--- src/rtl/snoop_bus_ctrl.sv ---
// Snoop side of an MSI pair: queues remote bus messages and applies one per cycle to local line states.
// Latency: a message accepted at edge N updates state and raises wb_valid/abort_mem at edge N+1.
// Backpressure: bus_ready = !fifo_full; a full FIFO refuses even when a pop happens the same cycle.
//
// Ports: KEY[0] clock, KEY[1] async active-low reset; bus_valid/bus_msg/bus_addr/bus_ready message
// input; loc_valid/loc_addr/loc_state local state writes; rd_addr/rd_state combinational readout;
// wb_valid/abort_mem/wb_addr write-back request; proto_err sticky protocol error.
// Optional macro SNOOP_STATS_EN adds saturating counters snoop_hits and wb_count.

// Generic single-clock FIFO; pop_dat is the head entry, valid whenever pop_vld is high.
module snoop_fifo #(
    parameter int W     = 8,
    parameter int DEPTH = 4
) (
    input  logic         core_clk,
    input  logic         arst_n,
    input  logic         push_vld,
    output logic         push_rdy,
    input  logic [W-1:0] push_dat,
    output logic         pop_vld,
    input  logic         pop_rdy,
    output logic [W-1:0] pop_dat
);
    localparam int PW = $clog2(DEPTH);

    logic [W-1:0] mem [DEPTH];
    // One extra pointer bit distinguishes full from empty when the indices match.
    logic [PW:0]  wr_ptr;
    logic [PW:0]  rd_ptr;

    assign pop_vld  = (wr_ptr != rd_ptr);
    assign push_rdy = !((wr_ptr[PW] != rd_ptr[PW]) && (wr_ptr[PW-1:0] == rd_ptr[PW-1:0]));
    assign pop_dat  = mem[rd_ptr[PW-1:0]];

    always_ff @(posedge core_clk or negedge arst_n) begin
        if (!arst_n) begin
            wr_ptr <= '0;
            rd_ptr <= '0;
        end else begin
            if (push_vld && push_rdy) wr_ptr <= wr_ptr + 1'b1;
            if (pop_vld && pop_rdy)   rd_ptr <= rd_ptr + 1'b1;
        end
    end

    always_ff @(posedge core_clk) begin
        if (push_vld && push_rdy) mem[wr_ptr[PW-1:0]] <= push_dat;
    end
endmodule

module snoop_bus_ctrl #(
    parameter int ADDR_W     = 2,
    parameter int FIFO_DEPTH = 4
) (
    input  logic [1:0]        KEY,
    input  logic              bus_valid,
    input  logic [2:0]        bus_msg,
    input  logic [ADDR_W-1:0] bus_addr,
    output logic              bus_ready,
    input  logic              loc_valid,
    input  logic [ADDR_W-1:0] loc_addr,
    input  logic [1:0]        loc_state,
    input  logic [ADDR_W-1:0] rd_addr,
    output logic [1:0]        rd_state,
    output logic              wb_valid,
    output logic              abort_mem,
    output logic [ADDR_W-1:0] wb_addr,
    output logic              proto_err
`ifdef SNOOP_STATS_EN
    ,
    output logic [7:0]        snoop_hits,
    output logic [7:0]        wb_count
`endif
);
    localparam int NUM_LINES = 2 ** ADDR_W;

    localparam logic [2:0] MSG_RD  = 3'b001;
    localparam logic [2:0] MSG_INV = 3'b010;
    localparam logic [2:0] MSG_WR  = 3'b011;

    typedef enum logic [1:0] {
        LN_I = 2'b00,
        LN_E = 2'b01,
        LN_S = 2'b10
    } line_st_e;

    typedef struct packed {
        logic [2:0]        msg;
        logic [ADDR_W-1:0] addr;
    } msg_t;

    logic     core_clk;
    logic     arst_n;
    assign core_clk = KEY[0];
    assign arst_n   = KEY[1];

    msg_t     in_ent;
    msg_t     head;
    logic     head_vld;
    line_st_e line_st [NUM_LINES];
    line_st_e cur_st;
    line_st_e snp_nxt;
    logic     snp_wb;
    logic     snp_err;

    assign in_ent.msg  = bus_msg;
    assign in_ent.addr = bus_addr;

    snoop_fifo #(.W($bits(msg_t)), .DEPTH(FIFO_DEPTH)) u_fifo (
        .core_clk (core_clk),
        .arst_n   (arst_n),
        .push_vld (bus_valid),
        .push_rdy (bus_ready),
        .push_dat (in_ent),
        .pop_vld  (head_vld),
        .pop_rdy  (1'b1),
        .pop_dat  (head)
    );

    assign cur_st   = line_st[head.addr];
    assign rd_state = line_st[rd_addr];

    // Snoop reaction for the head message against the line's pre-edge state.
    always_comb begin
        snp_nxt = cur_st;
        snp_wb  = 1'b0;
        snp_err = 1'b0;
        case (head.msg)
            MSG_RD: begin
                if (cur_st == LN_E) begin
                    snp_nxt = LN_S;
                    snp_wb  = 1'b1;
                end
            end
            MSG_WR: begin
                snp_nxt = LN_I;
                snp_wb  = (cur_st == LN_E);
            end
            MSG_INV: begin
                // A remote invalidate should never find us Exclusive; keep the line and flag it.
                if (cur_st == LN_E) snp_err = 1'b1;
                else                snp_nxt = LN_I;
            end
            default: ;
        endcase
    end

    always_ff @(posedge core_clk or negedge arst_n) begin
        if (!arst_n) begin
            for (int i = 0; i < NUM_LINES; i++) line_st[i] <= LN_I;
            wb_valid  <= 1'b0;
            abort_mem <= 1'b0;
            wb_addr   <= '0;
            proto_err <= 1'b0;
        end else begin
            wb_valid  <= head_vld && snp_wb;
            abort_mem <= head_vld && snp_wb;
            if (head_vld && snp_wb)  wb_addr   <= head.addr;
            if (head_vld && snp_err) proto_err <= 1'b1;
            if (head_vld) line_st[head.addr] <= snp_nxt;
            // Local update is written last so it overrides a snoop on the same line.
            if (loc_valid && (loc_state != 2'b11)) line_st[loc_addr] <= line_st_e'(loc_state);
        end
    end

`ifdef SNOOP_STATS_EN
    always_ff @(posedge core_clk or negedge arst_n) begin
        if (!arst_n) begin
            snoop_hits <= '0;
            wb_count   <= '0;
        end else begin
            if (head_vld && (cur_st != LN_I) && (snoop_hits != 8'hff)) snoop_hits <= snoop_hits + 8'd1;
            if (head_vld && snp_wb && (wb_count != 8'hff))             wb_count   <= wb_count + 8'd1;
        end
    end
`endif
endmodule

--- config.mk ---
export PLATFORM = sky130hd
export DESIGN_NAME = snoop_bus_ctrl
export DESIGN_NICKNAME = d
export VERILOG_FILES = /design/src/rtl/snoop_bus_ctrl.sv
export SDC_FILE = /design/constraint.sdc
export NUM_CORES = 1
export LEC_CHECK = 0
export ABC_AREA = 1
export BUFFER_PORTS_ARGS = -buffer_cell sky130_fd_sc_hd__buf_2
export CORE_MARGIN = 3
export CORE_UTILIZATION = 61
export CTS_CLUSTER_DIAMETER = 60
export CTS_CLUSTER_SIZE = 24
export DETAILED_ROUTE_END_ITERATION = 8
export PLACE_DENSITY = 0.88
export SYNTH_ARGS = -nofsm -noshare
export SYNTH_HDL_FRONTEND = slang
export SYNTH_SLANG_ARGS = --single-unit
export TNS_END_PERCENT = 1
--- constraint.sdc ---
create_clock -name KEY -period 3.2 [get_ports KEY]
set_clock_uncertainty 0.05 [all_clocks]
set_input_delay 0.16 -clock KEY [delete_from_list [all_inputs] [get_ports KEY]]
set_output_delay 0.16 -clock KEY [all_outputs]
set_load 0.05 [all_outputs]
Word level (Yosys, flattened, before mapping)
Memories as Yosys holds them, arrays and structs flattened.
Index checks and enable logic that the tools add are counted.
- add/sub/neg operators: 2
- magnitude comparators: 5
- muxes and demuxes: 22
- bitwise logic cells: 3
- reduce and logical (&&, ||, !) cells: 8
- equal/unequal tests: 8
- operators with widths (operator ; number):
    8-bit bitwise mux ; 2
    2-bit 2-to-1 mux ; 8
    8-bit 2-to-1 mux ; 2
    3-bit >= comparator (second input constant) ; 3
    2-bit inverter with 3-bit output ; 3
    2-bit binary-select mux with 2-bit select ; 2
    2-bit demux with 2-bit select ; 2
    1-bit logical AND ; 7
    3-bit by 1-bit adder with 3-bit output (second input constant) ; 2
    3-bit by 2-bit equality test with 1-bit output (second input constant) ; 2
    3-bit by 1-bit less-than comparator with 1-bit output (second input constant) ; 2
    2-bit one-hot mux with 3 select lines ; 1
    1-bit 2-to-1 mux ; 4
    3-bit by 1-bit equality test with 1-bit output (second input constant) ; 1
    3-bit != test ; 1
    2-bit by 1-bit equality test with 1-bit output (second input constant) ; 1
    2-bit equality test ; 1
    2-bit != test (second input constant) ; 1
    1-bit one-hot mux with 2 select lines ; 1
    1-bit logical NOT ; 1
    1-bit != test ; 1
- bits in writable memories: 20
- register bits after elaboration: 18
- memories: 1
- output and inout port bits: 8
- input bits: 15
- memory list (name ; words ; bits a word ; read ports ; clocked after memory_dff ; wr ports ; RTL line ; source):
    u_fifo.mem ; 4 ; 5 ; 1 ; 0 ; 1 ; 26 ; logic [W-1:0] mem [DEPTH];

Depth between registers and ports, before layout
Gate-level depths: netlist (run 1).
An unclocked memory read counts as a cell.
- word-level depth: 12
- mapped depth: 14
- depth with buffers taken out: 13

Hierarchy
From an unflattened synthesis (run 1), not the netlist that was laid out.
- cell total of the unflattened synthesis: 244
- area total of the unflattened synthesis: 2100.8 µm²
- by module, submodules not included (module ; times used ; area an instance (µm²) ; cells an instance):
    snoop_fifo ; 1 ; 1178.6 ; 109
    snoop_bus_ctrl ; 1 ; 922.1 ; 135

Worst setup path before layout (run 1)
No wires, ideal clock.
- kind: reg-to-reg
- start point: register u_fifo.rd_ptr[0]
- end point: memory u_fifo.mem[3][0] (netlist name) (enable)
- arrival time: 1.819 ns
- setup slack: 0.978 ns
- stages on the path, launching flop included: 7
- period minus slack after synthesis: 2.222 ns
- path through: dfrtp_1 > buf_6 > buf_12 > xnor2_1 > nand3b_1 > nand2_1 > nor2_1
- cells in the longest elaborated chain, start to end: 6
- ends and longest elaborated chain (item ; RTL line ; source):
    start, declared ; 29 ; logic [PW:0] rd_ptr;
    start signal, assigned ; 41 ; if (pop_vld && pop_rdy) rd_ptr <= rd_ptr + 1'b1;
    2-bit equality test ; 32 ; assign push_rdy = !((wr_ptr[PW] != rd_ptr[PW]) && (wr_ptr[PW-1:0] == rd_ptr[PW-1:0]));
    1-bit logical AND ; 32 ;
    1-bit logical NOT ; 32 ;
    via bus_ready ; 58 ; output logic bus_ready,
    1-bit logical AND ; 46 ; if (push_vld && push_rdy) mem[wr_ptr[PW-1:0]] <= push_dat;
    1-bit 2-to-1 mux ; 46 ;
    1-bit 2-to-1 mux (not written as such) ; 46 ;
    end, declared ; 26 ;
The timed path passes the listed nets, and every way through them passes these cells.

Worst setup path in the final report (run 1)
- start point: register u_fifo.rd_ptr[0]
- end point: memory u_fifo.mem[3][0] (netlist name) (enable)
- cells in the longest elaborated chain, start to end: 6
- ends and longest elaborated chain (item ; RTL line):
    2-bit equality test ; 32
    1-bit logical AND ; 32
    1-bit logical NOT ; 32
    1-bit logical AND ; 46
    1-bit 2-to-1 mux ; 46
    1-bit 2-to-1 mux (not written as such) ; 46
No other way between the ends.

==> results of run 1 <==
-- layout by cell type, fill, tap and decap left out, drive strengths merged, types with 4 or more instances in the layout --
master,count
nand2,59
nor2,31
inv,29
buf,21
edfxtp,20
dfrtp,18
a21oi,18
nand3,16
o21ai,10
clkbuf,8
ha,5
dlygate4sd3,5
xnor2,4
-- final timing paths --
path,from,end,slack (ps),depth (start not counted)
setup / recovery,u_fifo.rd_ptr[0],u_fifo.mem[3][0],1020,4
hold / removal,KEY[1],wb_addr[0],-440,2
setup reg to reg,u_fifo.rd_ptr[0],u_fifo.mem[3][0],1020,4
hold reg to reg,proto_err,proto_err,440,1
max in group asynchronous,KEY[1],line_st[7],3400,2
min in group KEY,loc_state[1],line_st[7],70,3
-- through the flow --
step,util,instances
4_1_cts,0.746,303
6_report,0.746,303
5_1_grt,0.746,303
3_3_place_gp,0.689,287
3_5_place_dp,0.689,287
2_1_floorplan,-,226
-- power groups by stage --
stage          sequential (mW)  combinational (mW)  clock [mW]
3_5_place_dp             0.820                1.32           0
2_1_floorplan            0.803                1.11           0
5_1_grt                  0.827                1.51       0.604
3_3_place_gp             0.815                1.29           0
4_1_cts                  0.807                1.33       0.565
6_report                 0.810                1.34       0.543
-- cells by family (layout without fill, tap and decap cells) --
kind of cell,Yosys count,after routing,share of synthesized area
AO/OA/AOI/OAI,33,33,0.101
XOR/XNOR,7,7,0.0300
adder cells (fa/ha/maj),5,5,0.0306
buffers and inverters,33,66,0.0784
flip-flops,38,38,0.515
AND/OR/NAND/NOR,110,110,0.245
-- cell type report --
class	count	area [sq um]	area share
sequential	38	1050	0.450
multi-input combinational	155	831	0.356
timing repair buffer	26	155	0.0665
inverter	29	114	0.0488
clock inverter	3	68.8	0.0295
clock buffer	8	60.1	0.0257
tap	44	55.1	0.0236
-- registers in the layout, indices dropped and copies added, names as in the netlist --
register	count
abort_mem	1
proto_err	1
u_fifo.wr_ptr	3
wb_addr	2
line_st	8
u_fifo.rd_ptr	3
u_fifo.mem	20
-- routing by layer --
layer,vias to the layer above,GRT usage,part of all wire
li1,795,-,-
met1,730,0.245,0.41
met2,52,0.352,0.50
met3,10,0.105,0.070
met4,0,0.137,0.020
met5,-,0,0
-- timing repair --
item | 4_1_cts | 5_1_grt
hold buffers | 5 | 0
endpoints found under the hold margin | 17 | 0
setup buffers | 0 | 0
==> out/metrics.cfg, run 1 <==
[worst_setup_path]
cp.arrival_ps=2120
cp_data_required_time_ps=3140
critPathBufInv=0
critical-path-max-stage-delay_ps=750
end_kind=flip-flop
start_kind=flip-flop
path_class=reg -> reg
worstPathMaxFanout=18
crit_slowest_cell=dfrtp_1
path_cells=xnor2_1, nand3b_1, nand2_1, nor2_1
path_delay_family=simple AND/OR/NAND/NOR gates

[pwr]
powerDensity_nw_per_um2=1150
pwr-share-comb=0.497
seqPwrFrac=0.301
p_sw_frac=0.485
switchingPower_mw=1.31
p_clk_frac=0.202
vdd_ir_drop_max_uv=970
p_int_mw=1.38
p_total_mw=2.69
cellLeakagePower_nw=1.08

[die]
dieArea_sq_um=4080
rows=20
core_sq_um=3130
chipHeight_um=63.9
die-width_um=63.9
start_util=0.653
ios=23

[sta]
setup_viol=0
hold-worst-slack_ps=-439
fin_ws_ps=1020
totalNegativeSetupSlack_ps=0
slew-limit-headroom=0.585
hold_viol_final=18
rsz0062_at_grt=false
period_minus_slack_ps=2180
max_freq_mhz=459
min_period_over_period=0.680
tightest_slew_ps=622
drv_slew=0

[clock_network]
tritoncts=built
post_cts_resized=0
clk_latency_ps=340
path_clk_slew_ps=120

[logic_synthesis]
synthTopCellsByArea=edfxtp_1, dfrtp_1, nand2_1, nor2_1, inv_1
synth-seq-cells=38
syn-num-nets=246
syn_area_per_cell_sq_um=9.04
synth_edf_count=20
synthTopCellsByCount=nand2_1, nor2_1, inv_1, edfxtp_1, dfrtp_1
ys_warn_count=0
synth_seq_area_share=0.515
ys.flop_type=edfxtp_1
yosysTopAreaCell=edfxtp_1
async_flop_share=0.474
synthCells=226
synth.distinct_cells=27
synth_top_area_share=0.294
syn_area_sq_um=2040
yosys.cell_count.top_type=nand2_1

[drt]
wirelength_um=3930
wl_per_cell_um=13.0
drtIter0Drc=128
final_antenna_net_count=0
vias=1587
vias_per_cell=5.24
dr.pass1.iters=5
route.detailed.drc=0

[run]
maxCapViolations=0

[cells_and_area]
drive_above_1_share=0.216
fin_area_sq_um=2330
synthToLayoutAreaGrowth_pct=14.3
layout.nets=278
fill_cells=229
diodes=0

[global_route]
grt_pass1_vias=1571
grt_pass1_wl_um=6670
grt_max_degree=19
grt_usage=0.225
overflow=0
antenna_found_initial=0

[place]
pre_cts_ws_ps=1080
io_buffers=21
place_congestion=0.854
dpl_cell_area_sq_um=2160
dp_hpwl_um=2740

[outcome]
violations=negative hold slack
status=finished, violations left

[worst_hold_path]
hold_path_class=clk -> async

Power figures use the tool's default switching activity.
==> inputs of run 2 (changes only) <==
CORE_UTILIZATION = 52   (was 61)
PLACE_DENSITY = 0.8   (was 0.88)
clock period = 2 ns   (was 3.2 ns; I/O delays follow)
==> run 2 against run 1 <==
Non-clock buffer count rose by 3. Critical path type unchanged. Largest cell class unchanged. Sequential power rose by 58%. Core utilization fell by 7.9 points. Maximum frequency rose by 20%. Global-route usage fell by 2.2 points. Clock-buffer cell count did not move. The flow still finishes with violations (negative hold slack). Setup slack got worse by 840 ps. Power rose by 76%.
==> out/metrics.cfg, run 2 (synthesized netlist as in run 1, its figures left out) <==
[global_route]
grt_pass1_vias=1498  ; was 1571
grt_usage=0.203  ; was 0.225
antenna_found_initial=0  ; unchanged
grt_max_degree=14  ; was 19
grt_pass1_wl_um=6670  ; about the same
overflow=0  ; unchanged

[cells_and_area]
synthToLayoutAreaGrowth_pct=21.5  ; was 14.3%
layout_common_cells=nand2_1, inv_1, nor2_1  ; was nand2_1, nor2_1, inv_1
layout.nets=281  ; was 278
ff_latch_area_sq_um=1050  ; about the same
fill_cells=302  ; was 229
diodes=0  ; unchanged
fin_cells=311  ; was 303
largest_reg_flops=20  ; unchanged
multiInputGateArea_sq_um=866  ; was 831 sq um
fin_area_sq_um=2480  ; was 2330 sq um
final_common_cell=nand2_1  ; unchanged
drive_above_1_share=0.259  ; was 0.216

[place]
place_congestion=0.868  ; was 0.854
dp_cells=293  ; was 287
io_buffers=21  ; unchanged
dp_hpwl_um=2860  ; was 2740 um
dpl_cell_area_sq_um=2220  ; was 2160 sq um

[drt]
wl_per_cell_um=13.3  ; was 13.0 um
route.detailed.drc=0  ; unchanged
dr.pass1.iters=4  ; was 5
vias_per_cell=5.16  ; was 5.24
final_antenna_net_count=0  ; unchanged
vias=1606  ; was 1587
drtIter0Drc=111  ; was 128
wirelength_um=4140  ; was 3930 um

[pwr]
powerDensity_nw_per_um2=1910  ; was 1150 nW/um^2
cellLeakagePower_nw=1.12  ; was 1.08 nW
vdd_ir_drop_max_uv=970  ; about the same

[worst_setup_path]
worstPathMaxFanout=7  ; was 18
path_class=reg -> reg  ; unchanged
end_kind=flip-flop  ; unchanged
cp.arrival_ps=1730  ; was 2120 ps
cp-startpoint=u_fifo.rd_ptr[0]  ; unchanged
start_kind=flip-flop  ; unchanged
cp_data_required_time_ps=1910  ; was 3140 ps
regToRegStartpoint=u_fifo.rd_ptr[0]  ; unchanged

[die]
ios=23  ; unchanged
rows=22  ; was 20
start_util=0.549  ; was 0.653
dieArea_sq_um=4710  ; was 4080 sq um
chipHeight_um=68.7  ; was 63.9 um
die-width_um=68.7  ; was 63.9 um
core_sq_um=3720  ; was 3130 sq um

[sta]
setup_viol=0  ; unchanged
hold_viol_final=18  ; unchanged
totalNegativeSetupSlack_ps=0  ; unchanged
hold-worst-slack_ps=-404  ; was -439 ps
max_freq_mhz=550  ; was 459 MHz
min_period_over_period=0.908  ; was 0.680
slew-limit-headroom=0.768  ; was 0.585
rsz0062_at_grt=false  ; unchanged
drv_slew=0  ; unchanged
tightest_slew_ps=345  ; was 622 ps
period_minus_slack_ps=1820  ; was 2180 ps

[worst_hold_path]
hold_path_class=clk -> async  ; unchanged

[outcome]
status=finished, violations left  ; unchanged
violations=negative hold slack  ; unchanged

[clock_network]
tritoncts=built  ; unchanged
path_clk_slew_ps=80  ; was 120 ps
clk_latency_ps=290  ; was 340 ps

[run]
maxCapViolations=0  ; unchanged

run 2: final timing paths:
path | to | depth (start not counted) | slack (ps)
setup reg to reg | u_fifo.mem[1][0] | 6 | 180
hold reg to reg | proto_err | 1 | 420
setup / recovery | u_fifo.mem[1][0] | 6 | 180
max in group asynchronous | u_fifo.rd_ptr[0] | 2 | 2170
min in group KEY | line_st[3] | 3 | 80
hold / removal | line_st[2] | 2 | -400
run 2: worst max-delay path: stages (launching register included):
cell and delay (ps):
dfrtp_2 460, buf_12 150, buf_4 140, xnor2_2 140, nand3b_1 150, nand2_4 120, nor2_2 280
run 2: where the power goes:
part | internal (mW) | switching (mW)
logic | 0.845 | 1.51
registers | 1.04 | 0.241
clock network | 0.639 | 0.472
total | 2.52 | 2.22
run 2: cell type report:
| cell class | instances | share of cell area |
|---|---|---|
| Sequential cell | 38 | 0.425 |
| Clock inverter | 4 | 0.0303 |
| Timing Repair Buffer | 29 | 0.0817 |
| Inverter | 29 | 0.0459 |
| Tap cell | 48 | 0.0242 |
| Clock buffer | 8 | 0.0444 |
| Multi-Input combinational cell | 155 | 0.349 |
run 2: what timing repair did:
| action | in CTS | in global routing |
|---|---|---|
| buffers inserted | 0 | 1 |
| hold endpoints to repair | 20 | 0 |
| setup endpoints to repair | 0 | 10 |
| hold buffers | 5 | 0 |
| gates resized for setup | 0 | 2 |
run 2: metrics by stage:
| stage | util | setup slack, ps | power (mW) |
|---|---|---|---|
| after floorplan | - | -9.82 | 3.14 |
| after global placement | 0.598 | 219 | 3.51 |
| after detailed placement | 0.598 | 135 | 3.58 |
| after CTS | 0.662 | 116 | 4.73 |
| after global routing | 0.668 | 14.2 | 5.16 |
| final | 0.668 | 183 | 4.74 |
run 2: routing by layer:
metal | vias to the layer above | routed length, um | track usage
met5 | - | 0 | 0
met4 | 0 | 110 | 0.136
met3 | 15 | 261 | 0.0956
met2 | 47 | 1980 | 0.313
met1 | 736 | 1790 | 0.220
li1 | 808 | - | -
